===== config.mk =====
export PLATFORM = sky130hd
export DESIGN_NAME = reg_bank
export DESIGN_NICKNAME = d
export VERILOG_FILES = /design/src/rtl/reg_bank.sv
export SDC_FILE = /design/constraint.sdc
export NUM_CORES = 1
export LEC_CHECK = 0
export ABC_AREA = 1
export CORE_MARGIN = 3
export CORE_UTILIZATION = 53
export DETAILED_ROUTE_END_ITERATION = 8
export GPL_ROUTABILITY_DRIVEN = 0
export PLACE_DENSITY = 0.76
export SLEW_MARGIN = 0
export SYNTH_ARGS = -nofsm -noshare
export SYNTH_HDL_FRONTEND = slang
export SYNTH_SLANG_ARGS = --single-unit

===== constraint.sdc =====
create_clock -name clk -period 1.18 [get_ports clk]
set_input_delay 0.177 -clock clk [delete_from_list [all_inputs] [get_ports clk]]
set_output_delay 0.177 -clock clk [all_outputs]
set_load 0.01 [all_outputs]

===== src/rtl/reg_bank.sv =====
// Register bank with per-entry valid flags and a written-entry counter.
// Optional macro REG_BANK_BYPASS_EN forwards write data to out/valid while load=1.
module reg_bank #(
  parameter int WIDTH      = 16,
  parameter int ADDR_WIDTH = 3
) (
  input  logic                  clk,
  input  logic                  reset,
  input  logic [WIDTH-1:0]      in,
  input  logic                  load,
  input  logic [ADDR_WIDTH-1:0] address,
  output logic [WIDTH-1:0]      out,
  output logic                  valid,
  output logic [ADDR_WIDTH:0]   count
);

  localparam int DEPTH = 2 ** ADDR_WIDTH;

  logic [WIDTH-1:0]    regs_q  [DEPTH];
  logic [WIDTH-1:0]    regs_d  [DEPTH];
  logic [DEPTH-1:0]    flags_q;
  logic [DEPTH-1:0]    flags_d;
  logic [ADDR_WIDTH:0] count_q;
  logic [ADDR_WIDTH:0] count_d;

  // count only moves on a first write, so it saturates at DEPTH by construction
  always_comb begin
    regs_d  = regs_q;
    flags_d = flags_q;
    count_d = count_q;
    if (reset) begin
      for (int i = 0; i < DEPTH; i++) begin
        regs_d[i] = '0;
      end
      flags_d = '0;
      count_d = '0;
    end else if (load) begin
      regs_d[address] = in;
      if (!flags_q[address]) begin
        flags_d[address] = 1'b1;
        count_d          = count_q + {{ADDR_WIDTH{1'b0}}, 1'b1};
      end
    end
  end

  always_ff @(posedge clk) begin
    regs_q  <= regs_d;
    flags_q <= flags_d;
    count_q <= count_d;
  end

  always_comb begin
    out   = regs_q[address];
    valid = flags_q[address];
`ifdef REG_BANK_BYPASS_EN
    if (load && !reset) begin
      out   = in;
      valid = 1'b1;
    end
`else
`endif
  end

  assign count = count_q;

endmodule


==> summary.txt <==
Worst setup path
  – Crit Path Category: reg -> out
  – Crit path arrival time: roughly 1.4 ns
  – WP data required: 1.00 ns
  – Worst Path Max Fanout: 2
  – CP Launch Type: register
  – Critical Path End Type: output port

Timing
  – Hold Slack: just over 0.4 ns
  – RSZ-0062 raised after global routing: yes
  – Setup violations, final: 29
  – Worst clock skew: ~0.0041 ns
  – Rel. slew slack: 0.684
  – Peak Freq: 628 MHz
  – Final worst slack: -0.413 ns
  – Count of final hold-check violations: 0
  – Period utilisation layout: 1.35
  – Crit path time final: 1.59 ns
  – Setup TNS: -6.40 ns
  – Worst Tran Pin Value: 0.473 ns
  – Count of pins over their slew limit: 0

Clock network
  – CTS Buf Count: 17
  – # H-tree levels: 4
  – Root buffer cell: clkbuf_16
  – Worst-Skew Late Latency: ~0.42 ns
  – CTS Hold Bufs: 0
  – Clk pin slew, worst setup/hold paths: 0.06 ns
  – TritonCTS clock tree: built
  – Longest Clk Path Bufs: 2
  – Clk sink count: 140

Place
  – Port Buf Inserts: 42
  – Hpwl dp: between 10000 and 15000 µm
  – Setup WS pre-CTS: -1.15 ns

Die
  – Die area: between 10000 and 15000 µm²
  – # rows: 38
  – I/O pin cnt: 43
  – Die span in x: 113 µm
  – Initial core utilization: 0.550
  – Die span in y: 113 µm
  – Area of the core: 11000 µm²

Pwr
  – Seq pwr share: 0.455
  – Peak supply drop: about 1.2 mV
  – Sw Ratio: 0.256
  – Static Leak: 3.35 nW
  – Internal Power: 0.00816 W
  – Sw Pwr: 0.00281 W
  – PD cells: 1430 nW/µm²
  – Combinational Power Share: 0.118
  – Clk pwr share: 0.426

Synthesis
  – Synthesized flop and latch total: 140
  – Mapped Area: 6070 µm²
  – Post-Syn Instances: 862
  – Synth Area per Inst: around 7.0 µm²
  – Yosys warns: 0
  – Netlist cell types: 26
  – Syn_nets: between 800 and 900
  – Sequential element share of the synthesized area: 0.462

Detailed routing
  – First DRT Iteration DRCs: 694
  – Final antenna-violating net count: 0
  – Wire per inst: 17.9 µm
  – DRT Wirelength: between 15000 and 20000 µm
  – DR vias: between 6000 and 7000
  – DRT Pass-1 Iters: 7
  – Drt via density: 5.81
  – Post-route DRC: 0

Finish
  – Multi-input gate area: around 3000 µm²
  – Number of antenna diodes: 0
  – Seq. cell area: 2830 µm²
  – Final core utilization: 0.694
  – Fill cells: 917
  – Layout cells sized above 1: 0.244
  – P&R area growth vs syn: 26.1%
  – Layout net count: approximately 950

Global route
  – First-pass GRT wire length: a little over 30000 µm
  – GRT Util Overall: 0.304
  – Initial antenna violation count: 0
  – Vias in the first global route: a little over 6000
  – Pin count of the biggest net entering global routing: 50
  – Total grt overflow: 0

Run
  – Max_cap viols: 0

Status
  – Failing checks: setup timing
  – Status: complete, but fails checks

Worst hold path
  – Hold WC Path Type: in -> reg
-- metrics by stage --
stage / total power [W] / instances / cell area, µm²
2_1_floorplan: 0.00572 / 862 / 6080
5_1_grt: 0.0113 / 1076 / 7660
3_3_place_gp: 0.00624 / 1042 / 6940
3_5_place_dp: 0.00628 / 1042 / 6940
6_report: 0.0110 / 1076 / 7660
4_1_cts: 0.0109 / 1075 / 7490
-- per-layer routing --
layer / part of all wire / vias to the layer above / GRT usage
li1: - / 2907 / -
met1: 0.40 / 2914 / 0.376
met5: 0 / - / 0
met3: 0.10 / 74 / 0.0840
met4: 0.043 / 0 / 0.171
met2: 0.46 / 353 / 0.479
-- layout make-up --
cell class,count,share of cell area
multi-input combinational,629,0.394
clock buffer,22,0.0606
tap,140,0.0229
sequential,140,0.370
timing repair buffer,107,0.130
inverter,29,0.0165
clock inverter,9,0.00621
-- Yosys cell counts (all sizes together) --
| master | instances | area [µm²] |
|---|---|---|
| buf | 37 | 224 |
| nand3 | 9 | 45.0 |
| o211ai | 15 | 113 |
| dlygate4sd3 | 1 | 10.0 |
| xnor2 | 1 | 8.76 |
| clkbuf | 26 | 104 |
| a21oi | 26 | 130 |
| ha | 1 | 12.5 |
| nand3b | 1 | 7.51 |
| nor2 | 338 | 1350 |
| nand2 | 45 | 176 |
| inv | 29 | 116 |
| o21ai | 192 | 961 |
| dfxtp | 140 | 2800 |
| xor2 | 1 | 8.76 |
-- flip-flops by register name (all words and copies together), names as in the netlist --
signal / count
flags_q: 8
regs_q: 128
count: 4
-- power by group through the flow --
stage	Combinational (W)	Sequential [W]	Clock (W)
final	0.00130	0.00500	0.00468
after global routing	0.00140	0.00501	0.00492
after CTS	0.00122	0.00498	0.00469
after detailed placement	0.00120	0.00508	0
after global placement	0.00117	0.00507	0
after floorplan	0.000655	0.00506	0
-- critical path: stages, from the launching register on --
cell      delay, ns
dfxtp_1        0.32
nor2_1         0.13
o21ai_1        0.10
a21oi_1        0.17
o211ai_1       0.12
buf_2          0.16
-- path summary, 6_finish.rpt --
path / from / to / cells after the start / slack (ns)
worst min-delay path: load / count[3] / 4 / 0.40
worst min register to register: flags_q[3] / flags_q[3] / 2 / 0.44
worst max register to register: flags_q[4] / count[1] / 10 / -0.09
worst max-delay path: regs_q[91] / out[11] / 5 / -0.41
-- cells by family after synthesis --
family	share of synthesized area
and+or+nand+nor	0.260
DFF	0.462
AOI/OAI and AO/OA	0.198
adders and majority gates	0.00206
buffers and inverters	0.0748
xor gates and xnor gates	0.00289
-- layout by cell type (no fill, tap or decap), drive strengths merged --
master	count
nor2	338
o21ai	192
dfxtp	140
buf	86
nand2	45
inv	29
a21oi	26
clkbuf	23
clkdlybuf4s50	17
o211ai	15
nand3	9
clkinv	8
clkdlybuf4s15	2
xor2	1
nand3b	1
xnor2	1
ha	1
clkinvlp	1
dlygate4sd2	1
-- timing repair --
| action | CTS | global route |
|---|---|---|
| resized for setup | 160 | 68 |
| setup endpoints to repair | 161 | 38 |
| setup buffers | 3 | 1 |
| pin swaps | 35 | 19 |
| cloned | 0 | 0 |
No activity file was read; power rests on OpenSTA's default activity.
